--- src/rtl/ws2812_pkg.sv ---
// Shared state encoding, pixel layout and timing helpers for the WS2812 receive path.
package ws2812_pkg;

    typedef enum logic [1:0] {
        WAIT_RESET = 2'd0,
        IDLE       = 2'd1,
        HIGH       = 2'd2,
        LOW        = 2'd3
    } rx_state_t;

    localparam int unsigned PIXEL_BITS = 24;
    localparam int unsigned G_POS      = 16;
    localparam int unsigned R_POS      = 8;
    localparam int unsigned B_POS      = 0;

    typedef struct packed {
        logic [7:0] g;
        logic [7:0] r;
        logic [7:0] b;
    } grb_t;

    // ceil(clk_hz * t_ns / 1e9)
    function automatic int unsigned ns_to_cycles(input longint unsigned clk_hz,
                                                 input longint unsigned t_ns);
        return 32'((clk_hz * t_ns + 64'd999_999_999) / 64'd1_000_000_000);
    endfunction

endpackage

--- src/rtl/sync_edge_det.sv ---
// Two-flop synchronizer for an asynchronous line, plus rise/fall pulses of the
// synchronized level.
module sync_edge_det (
    input  logic clk,
    input  logic reset,
    input  logic din,
    output logic level,
    output logic rise_c,
    output logic fall_c
);

    logic meta_q;
    logic sync_q;
    logic prev_q;

    always_ff @(posedge clk) begin
        if (reset) begin
            meta_q <= 1'b0;
            sync_q <= 1'b0;
            prev_q <= 1'b0;
        end else begin
            meta_q <= din;
            sync_q <= meta_q;
            prev_q <= sync_q;
        end
    end

    assign level  = sync_q;
    assign rise_c = sync_q & ~prev_q;
    assign fall_c = ~sync_q & prev_q;

endmodule

--- src/rtl/ws2812_rx.sv ---
// WS2812 single-wire decoder: rebuilds GRB pixels, reports frame latch and timing errors.
// Define WS2812_RX_PASSTHRU_EN to forward the bits beyond NUM_LEDS pixels on DO.
module ws2812_rx
    import ws2812_pkg::*;
#(
    parameter int unsigned SYSTEM_CLOCK = 50_000_000,
    parameter int unsigned NUM_LEDS     = 8,
    parameter int unsigned T1_THRESH_NS = 600,
    parameter int unsigned TMIN_HIGH_NS = 100,
    parameter int unsigned TMAX_HIGH_NS = 2000,
    parameter int unsigned RESET_US     = 40
) (
    input  logic                          clk,
    input  logic                          reset,
    input  logic                          DI,
    output logic [$clog2(NUM_LEDS)-1:0]   address,
    output logic [7:0]                    green_out,
    output logic [7:0]                    red_out,
    output logic [7:0]                    blue_out,
    output logic                          pixel_valid,
    output logic                          frame_done,
    output logic [$clog2(NUM_LEDS):0]     pixel_count,
    output logic                          error,
    output logic                          DO
);

    localparam int unsigned THRESH    = ns_to_cycles(64'(SYSTEM_CLOCK), 64'(T1_THRESH_NS));
    localparam int unsigned TMIN      = ns_to_cycles(64'(SYSTEM_CLOCK), 64'(TMIN_HIGH_NS));
    localparam int unsigned TMAX      = ns_to_cycles(64'(SYSTEM_CLOCK), 64'(TMAX_HIGH_NS));
    localparam int unsigned RESET_CYC = ns_to_cycles(64'(SYSTEM_CLOCK), 64'(RESET_US) * 64'd1000);
    localparam int unsigned CNT_MAX   = (RESET_CYC > TMAX + 1) ? RESET_CYC : TMAX + 1;
    localparam int unsigned CW        = $clog2(CNT_MAX + 1);
    localparam int unsigned AW        = $clog2(NUM_LEDS);
    localparam int unsigned PCW       = AW + 1;
    localparam int unsigned BCW       = $clog2(PIXEL_BITS);

    rx_state_t               state_q;
    rx_state_t               state_nxt;
    logic [CW-1:0]           cnt_q;
    logic [PIXEL_BITS-2:0]   shift_q;
    logic [BCW-1:0]          bit_cnt_q;
    logic [PCW-1:0]          pix_cnt_q;
    grb_t                    pix_q;
    grb_t                    pix_c;
    logic [PIXEL_BITS-1:0]   word_c;

    logic level;
    logic rise_c;
    logic fall_c;
    logic bit_val_c;
    logic full_c;
    logic bit_done_c;
    logic glitch_c;
    logic stuck_c;
    logic latch_c;
    logic settled_c;
    logic pix_done_c;
    logic frame_err_c;
    logic error_c;

    sync_edge_det u_sync (
        .clk    (clk),
        .reset  (reset),
        .din    (DI),
        .level  (level),
        .rise_c (rise_c),
        .fall_c (fall_c)
    );

    // Line events; cnt_q holds the number of same-level cycles before the current one.
    assign bit_val_c  = cnt_q >= CW'(THRESH);
    assign full_c     = pix_cnt_q == PCW'(NUM_LEDS);
    assign bit_done_c = (state_q == HIGH) && fall_c && (cnt_q >= CW'(TMIN));
    assign glitch_c   = (state_q == HIGH) && fall_c && (cnt_q < CW'(TMIN));
    assign stuck_c    = (state_q == HIGH) && level && (cnt_q == CW'(TMAX));
    assign latch_c    = (state_q == LOW) && !level && (cnt_q == CW'(RESET_CYC - 1));
    assign settled_c  = (state_q == WAIT_RESET) && !level && (cnt_q == CW'(RESET_CYC - 1));

    assign word_c = {shift_q, bit_val_c};
    assign pix_c  = '{g: word_c[G_POS +: 8], r: word_c[R_POS +: 8], b: word_c[B_POS +: 8]};

    always_ff @(posedge clk) begin
        if (reset) state_q <= WAIT_RESET;
        else       state_q <= state_nxt;
    end

    always_comb begin
        state_nxt = state_q;
        unique case (state_q)
            WAIT_RESET: if (settled_c) state_nxt = IDLE;
            IDLE:       if (rise_c) state_nxt = HIGH;
            HIGH: begin
                if (glitch_c || stuck_c) state_nxt = WAIT_RESET;
                else if (fall_c)         state_nxt = LOW;
            end
            LOW: begin
                if (rise_c)       state_nxt = HIGH;
                else if (latch_c) state_nxt = IDLE;
            end
            default: state_nxt = WAIT_RESET;
        endcase
    end

    always_comb begin
        pix_done_c  = 1'b0;
        frame_err_c = 1'b0;
        error_c     = 1'b0;
        pix_done_c  = bit_done_c && !full_c && (bit_cnt_q == BCW'(PIXEL_BITS - 1));
        frame_err_c = latch_c && (bit_cnt_q != '0);
        error_c     = glitch_c || stuck_c || frame_err_c;
    end

    // Shared run-length counter for reset-low, high and low phases.
    always_ff @(posedge clk) begin
        if (reset) begin
            cnt_q <= '0;
        end else begin
            unique case (state_q)
                WAIT_RESET: cnt_q <= (level || settled_c) ? '0 : cnt_q + CW'(1);
                IDLE:       cnt_q <= rise_c ? CW'(1) : '0;
                HIGH: begin
                    if (fall_c)       cnt_q <= CW'(1);
                    else if (stuck_c) cnt_q <= '0;
                    else              cnt_q <= cnt_q + CW'(1);
                end
                LOW: begin
                    if (rise_c)       cnt_q <= CW'(1);
                    else if (latch_c) cnt_q <= '0;
                    else              cnt_q <= cnt_q + CW'(1);
                end
                default: cnt_q <= '0;
            endcase
        end
    end

    // Bit and pixel assembly; bits past the last pixel are timed but not stored.
    always_ff @(posedge clk) begin
        if (reset) begin
            shift_q   <= '0;
            bit_cnt_q <= '0;
            pix_cnt_q <= '0;
        end else if (glitch_c || stuck_c || latch_c) begin
            bit_cnt_q <= '0;
            pix_cnt_q <= '0;
        end else if (bit_done_c && !full_c) begin
            shift_q <= {shift_q[PIXEL_BITS-3:0], bit_val_c};
            if (bit_cnt_q == BCW'(PIXEL_BITS - 1)) begin
                bit_cnt_q <= '0;
                pix_cnt_q <= pix_cnt_q + PCW'(1);
            end else begin
                bit_cnt_q <= bit_cnt_q + BCW'(1);
            end
        end
    end

    always_ff @(posedge clk) begin
        if (reset) begin
            pix_q       <= '0;
            address     <= '0;
            pixel_valid <= 1'b0;
            frame_done  <= 1'b0;
            pixel_count <= '0;
            error       <= 1'b0;
        end else begin
            pixel_valid <= pix_done_c;
            frame_done  <= latch_c;
            error       <= error_c;
            if (pix_done_c) begin
                pix_q   <= pix_c;
                address <= pix_cnt_q[AW-1:0];
            end else if (latch_c || error_c) begin
                address <= '0;
            end
            if (latch_c) pixel_count <= pix_cnt_q;
        end
    end

    assign green_out = pix_q.g;
    assign red_out   = pix_q.r;
    assign blue_out  = pix_q.b;

`ifdef WS2812_RX_PASSTHRU_EN
    logic fwd_q;
    logic do_q;

    // Behave like a chained LED: once our pixels are consumed, repeat the line.
    always_ff @(posedge clk) begin
        if (reset) begin
            fwd_q <= 1'b0;
            do_q  <= 1'b0;
        end else begin
            do_q <= level & fwd_q;
            if (latch_c || error_c)
                fwd_q <= 1'b0;
            else if (pix_done_c && (pix_cnt_q == PCW'(NUM_LEDS - 1)))
                fwd_q <= 1'b1;
        end
    end

    assign DO = do_q;
`else
    assign DO = 1'b0;
`endif

endmodule

--- config.mk ---
export PLATFORM = sky130hd
export DESIGN_NAME = ws2812_rx
export DESIGN_NICKNAME = d
export VERILOG_FILES = /design/src/rtl/ws2812_pkg.sv /design/src/rtl/sync_edge_det.sv /design/src/rtl/ws2812_rx.sv
export SDC_FILE = /design/constraint.sdc
export NUM_CORES = 1
export LEC_CHECK = 0
export ABC_AREA = 1
export CAP_MARGIN = 20
export CORE_MARGIN = 3
export CORE_UTILIZATION = 53
export DETAILED_ROUTE_END_ITERATION = 6
export GPL_TIMING_DRIVEN = 0
export MAX_ROUTING_LAYER = met4
export PLACE_DENSITY = 0.73
export SYNTH_ARGS = -nofsm -noshare
export SYNTH_HDL_FRONTEND = slang
export SYNTH_SLANG_ARGS = --single-unit
--- constraint.sdc ---
create_clock -name clk -period 2.1 [get_ports clk]
set_clock_uncertainty 0.05 [all_clocks]
set_input_delay 0.42 -clock clk [delete_from_list [all_inputs] [get_ports clk]]
set_output_delay 0.42 -clock clk [all_outputs]
set_load 0.02 [all_outputs]
==> flow_summary.toml, run 1 <==
[outcome]
status = "complete, no violations"

[worst_setup_path]
end_kind = "flip-flop"
crit_family = "simple AND/OR/NAND/NOR gates"
reg2reg_slack_ps = 130
crit_path_max_incr_delay_ps = 370
critPathBufInv = 3
cp.arrival_ps = 2170
cp.required_ps = 2300
path_cells = "buf_4 -> inv_1 -> ha_1 -> nand3_1 -> nor2_1 -> nand2_2 -> nand3_2 -> nor2_8 -> buf_6 -> nand2_1 -> nand2_1 -> nor2_1"
worst-setup-path-type = "flip-flop to flip-flop"
ff2ff_path_depth = 12
worstReg2RegEnd = "shift_q[21]"
worstPathMaxFanout = 10
worstSetupStartpointType = "flip-flop"
cpMaxStageDelayCell = "dfxtp_1"
rr_startpoint = "cnt_q[0]"

[sta]
period_needed_ps = 1970
whs_ps = 377
slew_viol_final = 0
worstMarginPinSlew_ps = 589
finalHoldViolCount = 0
postLayoutSetupSlackWorst_ps = 135
max_slew_margin = 0.607
setup_violations = 0
finalSetupTns_ps = 0
timing.final.crit_share = 0.936
max_freq_mhz = 509

[clock_network]
root_buffer = "clkbuf_8"
cts_tree = "done"
clock_latency_ps = 350
numCtsBuffers = 9
cts_sinks = 82
holdBufCountCts = 0
clk_path_buf_depth = 2
clkTransAtPathRegs_ps = 90
htreeDepth = 3

[yosys]
yosys.area.top_type = "dfxtp_1"
synth_cells = 519
synth-adder-area-share = 0.0274
synth_xor_area_frac = 0.0120
synth_nets = 530
ys_types = 32
syn_area_per_cell_um2 = 7.03
ys_warn_count = 0
synthMuxAreaShare = 0
ys_seq_area_frac = 0.450
synthSimpleGateAreaFrac = 0.339
synth-compound-area-share = 0.0672
synth_top_area_share = 0.450
synth_top_family_by_area = "simple AND/OR/NAND/NOR gates"
syn_area_um2 = 3650
ys_top_cells_by_area = "dfxtp_1, nand2_1, nor2_1"
ys_ff_latch = 82

[flow_run]
drv_cap = 0

[drt]
routed_wl_mm = 7.59
drc = 0
drtPass1Iterations = 5
vias_per_cell = 4.99
routedWlPerCell_um = 11.7
drtIter0Drc = 163
vias = 3236
ant_nets = 0

[floorplanning]
initial_core_util = 0.562
die_w_um = 89
die_area_um2 = 7920
rows = 29
die_y_um = 89
core_um2 = 6490
ioPinCount = 38

[grt]
grt-ovfl-total = 0
grt_usage = 0.211
grt_pass1_vias = 2882
grt_max_degree = 16
grt_first_pass_wirelength_mm = 12.7
antenna_found_initial = 0

[final_layout]
drive_gt1_frac = 0.0804
finalNetCount = 578
area_growth_pct = 18.1
diodes = 0

[pwr]
cellPowerDensity_nw_per_um2 = 703
leakagePower_nw = 1.77
vdd_ir_drop_max_uv = 464

[worst_hold_path]
hp-class = "flip-flop to flip-flop"
min_from = "u_sync.meta_q"
whs_path_depth = 2
min_to = "u_sync.level"

[place]
io_buffer_count = 35
place_congestion = 0.947
place_ws_ps = 44.0
hpwl_mm = 5.45
[routing by layer]
layer	GRT usage	up-vias	routed length, um
met5	-	-	0
met4	0.0758	0	116
met3	0.0369	10	377
met2	0.321	82	3350
met1	0.281	1453	3740
li1	-	1691	-
[synthesized netlist by cell type]
cell        n
clkinv_1    1
o21a_1      1
nand4_1     6
a21oi_1    35
nand3_1    28
clkbuf_1    6
nor2_8      1
nand2_1   149
nand2_4     1
nand3_2     3
nand3_4     1
nor2_1     90
conb_1      1
buf_1       1
nand3b_1    1
xor2_1      5
buf_2       3
ha_1        8
nor3_1      7
nor4_1      1
buf_4       4
a21oi_4     1
nor3b_1     1
o21ai_0     8
inv_1      62
o22ai_1     1
buf_6       5
inv_2       2
nor2_4      2
dfxtp_1    82
inv_4       1
nor2_2      1
[where the power goes]
group / internal (mW) / switching, mW
sequential: 1.59 / 0.0461
clock: 0.474 / 0.598
combinational: 0.112 / 0.214
total: 2.17 / 0.858
[cells by family after synthesis]
family | Yosys count
other cells | 1
fa+ha+maj | 8
flops | 82
compound gates | 46
buf+inv | 85
simple gates | 292
xor+xnor | 5
[state kept, by name, summed over array words and instances (netlist names)]
signal	cells
u_sync.meta_q	1
blue_out	8
green_out	8
state_q	2
pix_cnt_q	4
address	3
red_out	8
error	1
frame_done	1
pixel_count	4
u_sync.prev_q	1
bit_cnt_q	5
pixel_valid	1
shift_q	23
u_sync.level	1
cnt_q	11
[worst max path at each step]
stage	startpoint	to	slack [ps]	cells past startpoint
after floorplan	cnt_q[0]	shift_q[15]	340	12
after global placement	cnt_q[0]	shift_q[19]	60	12
after detailed placement	cnt_q[0]	shift_q[20]	40	12
after CTS	cnt_q[0]	shift_q[11]	20	12
after global routing	cnt_q[0]	shift_q[18]	-0.8	12
final	cnt_q[0]	shift_q[21]	130	12
[stage by stage]
stage	power, mW	area [um^2]	util	std cells
final	3.03	4310	0.664	649
after global routing	3.16	4310	0.664	649
after CTS	3.04	4290	0.660	647
after detailed placement	1.99	4100	0.631	631
after global placement	1.98	4100	0.631	631
after floorplan	1.91	3650	-	519
[layout by cell type, fill, tap and decap left out, types with 2 or more instances in the layout]
cell / Yosys / final
nor2_4: 2 / 2
nand2_1: 149 / 148
o21ai_0: 8 / 8
a21oi_1: 35 / 35
clkinv_4: 0 / 2
clkdlybuf4s50_1: 0 / 35
nor3_1: 7 / 7
inv_1: 62 / 62
dfxtp_1: 82 / 82
xor2_1: 5 / 5
inv_6: 0 / 2
nand3_2: 3 / 4
nor2_2: 1 / 2
inv_2: 2 / 2
buf_4: 4 / 7
clkinvlp_4: 0 / 2
buf_6: 5 / 5
ha_1: 8 / 8
buf_2: 3 / 2
clkbuf_8: 0 / 10
nand4_1: 6 / 6
clkbuf_1: 6 / 6
nand3_1: 28 / 27
nor2_1: 90 / 89
[layout make-up]
cell class                 count  area (um^2)
timing repair buffer          37          365
multi-input combinational    352         1640
fill                         570         2180
clock buffer                  10          138
clock inverter                 6         50.0
inverter                      66          250
tap                           77         96.3
buffer                        19          130
sequential                    82         1640
[worst reg2reg max path, cell delays in order (launching register included)]
cell and delay, ps:
dfxtp_1 370, buf_4 180, inv_1 100, ha_1 220
nand3_1 80, nor2_1 50, nand2_2 100, nand3_2 160
nor2_8 230, buf_6 170, nand2_1 50, nand2_1 60
nor2_1 50
[what timing repair did]
item | in CTS | in global routing
hold endpoints to repair | 0 | 0
buffers inserted | 0 | 2
gates resized for setup | 0 | 5
setup endpoints to repair | 0 | 42
Note: power is estimated with default switching activity, not from simulation.
==> run 2, diff against run 1 <==
--- a/config.mk
+++ b/config.mk
@@ -5,7 +5,6 @@
 export SDC_FILE = /design/constraint.sdc
 export NUM_CORES = 1
 export LEC_CHECK = 0
-export ABC_AREA = 1
 export CAP_MARGIN = 20
 export CORE_MARGIN = 3
 export CORE_UTILIZATION = 53
==> flow_summary.toml, run 2 <==
[outcome]
status = "complete, no violations"

[worst_setup_path]
worstReg2RegEnd = "cnt_q[8]"
cp.required_ps = 2330
worstPathMaxFanout = 10
end_kind = "flip-flop"
rr_startpoint = "cnt_q[0]"
worst-setup-path-type = "flip-flop to flip-flop"
reg2reg_slack_ps = 100
ff2ff_path_depth = 7
cp.arrival_ps = 2230
worstSetupStartpointType = "flip-flop"

[final_layout]
layout_common_cells = "dfxtp_1, clkdlybuf4s50_1, nand3_1"
finalNetCount = 456
stdcell_count = 546
largest-register = "shift_q"
final_common_cell = "dfxtp_1"
diodes = 0
top_regs = "shift_q (23), cnt_q (11)"
drive_gt1_frac = 0.173
area_growth_pct = 18.5
largest_register_ffs = 23

[sta]
timing.final.crit_share = 0.954
max_slew_margin = 0.516
finalHoldViolCount = 0
max_freq_mhz = 499
setup_violations = 0
rsz0062_at_grt = "false"
postLayoutSetupSlackWorst_ps = 95.7
finalSetupTns_ps = 0
slew_viol_final = 0
worstMarginPinSlew_ps = 726
period_needed_ps = 2000

[drt]
routed_wl_mm = 8.42
drtPass1Iterations = 4
routedWlPerCell_um = 15.4
vias_per_cell = 5.49
drtIter0Drc = 146
drc = 0
met3_length_um = 263
vias = 3000
highest_layer = "met4"
ant_nets = 0
met2_length_mm = 3.77
met1_length_mm = 4.27

[yosys]
syn_area_um2 = 3800
synth_edf_count = 0
synthFlopType = "dfxtp_1"
ys_top_cells_by_area = "dfxtp_1, mux2i_1, nand2b_1"
ys_ff_latch = 82
yosysMostFrequentCell = "dfxtp_1"
syn_area_per_cell_um2 = 9.55
ys_types = 52
async_reset_ff_frac = 0
synth_cells = 398
synth_commonest_cells = "dfxtp_1, nand3_1, nand2b_1, o21ai_0, mux2i_1"
yosys.area.top_type = "dfxtp_1"
synth_nets = 409
ys_warn_count = 0
synth_top_area_share = 0.432
ys_seq_area_frac = 0.432

[place]
place_ws_ps = -439
hpwl_mm = 5.87
io_buffer_count = 36
dp.cells = 530
place_congestion = 0.867

[pwr]
vdd_ir_drop_max_uv = 419
cellPowerDensity_nw_per_um2 = 718
leakagePower_nw = 1.44

[clock_network]
clkTransAtPathRegs_ps = 90
numCtsBuffers = 9
clock_latency_ps = 360
root_buffer = "clkbuf_8"
clk_path_buf_depth = 2
htreeDepth = 3
cts_sinks = 82
cts_tree = "done"

[worst_hold_path]
hp-class = "flip-flop to flip-flop"
min_from = "u_sync.meta_q"
whs_path_depth = 1
min_to = "u_sync.level"

[floorplanning]
initial_core_util = 0.553
ioPinCount = 38
die_area_um2 = 8220
die_w_um = 90.7
die_y_um = 90.7
core_um2 = 6870
rows = 30

[grt]
grt_first_pass_wirelength_mm = 14.3
grt_max_degree = 15
grt_pass1_vias = 2894
grt_usage = 0.221
antenna_found_initial = 0
grt-ovfl-total = 0

[flow_run]
drv_cap = 0
run 2: power by group:
part | switching, mW | leakage (nW) | internal [mW] | total [mW]
clock | 0.590 | 0.0863 | 0.469 | 1.06
sequential | 0.0705 | 0.662 | 1.59 | 1.66
combinational | 0.318 | 0.687 | 0.192 | 0.509
run 2: how the worst max path moves through the flow:
| stage | from | end | slack [ps] | depth (start not counted) |
|---|---|---|---|---|
| floorplan | cnt_q[0] | cnt_q[2] | 150 | 7 |
| global placement | reset | pixel_valid | -440 | 5 |
| detailed placement | reset | pixel_count[3] | -440 | 5 |
| CTS | cnt_q[0] | cnt_q[8] | 2 | 7 |
| global route | cnt_q[0] | cnt_q[5] | 3 | 7 |
| finish | cnt_q[0] | cnt_q[8] | 100 | 7 |
run 2: area by class of cell:
| type | instances | area (um^2) |
|---|---|---|
| Timing Repair Buffer | 36 | 360 |
| Sequential cell | 82 | 1650 |
| Multi-Input combinational cell | 273 | 1940 |
| Inverter | 8 | 30.0 |
| Buffer | 35 | 231 |
| Clock inverter | 5 | 37.5 |
| Fill cell | 598 | 2360 |
| Clock buffer | 11 | 141 |
| Tap cell | 96 | 120 |
run 2: kinds of logic after synthesis:
group	count (synthesis)	share of synthesized area
AND/OR/NAND/NOR	131	0.213
XOR/XNOR	9	0.0207
other	1	0.000987
buffers and inverters	43	0.0639
multiplexers	27	0.0711
AO/OA/AOI/OAI	97	0.172
flip-flops	82	0.432
adder cells (fa/ha/maj)	8	0.0263
run 2: worst max-delay path: stages (launching register included):
cell and delay [ps]:
dfxtp_2 380, ha_2 220, and3_4 180, buf_6 120
and4_1 180, or4_4 420, buf_6 170, a211oi_2 210
run 2: routing by layer:
metal	GRT usage	up-vias
li1	-	1525
met1	0.297	1417
met2	0.333	44
met3	0.0450	14
met4	0.0714	0
met5	-	-
run 2: per-stage QoR:
stage	utilization	hold slack [ps]	cell area, um^2	total power, mW
6_report	0.656	411	4500	3.23
5_1_grt	0.656	417	4500	3.38
4_1_cts	0.652	406	4480	3.24
3_5_place_dp	0.623	394	4280	2.19
3_3_place_gp	0.623	379	4280	2.19
2_1_floorplan	-	364	3800	2.07
run 2: what timing repair did:
action	CTS	global route
setup endpoints to repair	33	73
resized for setup	6	17
hold buffers	0	0
setup buffers	0	0
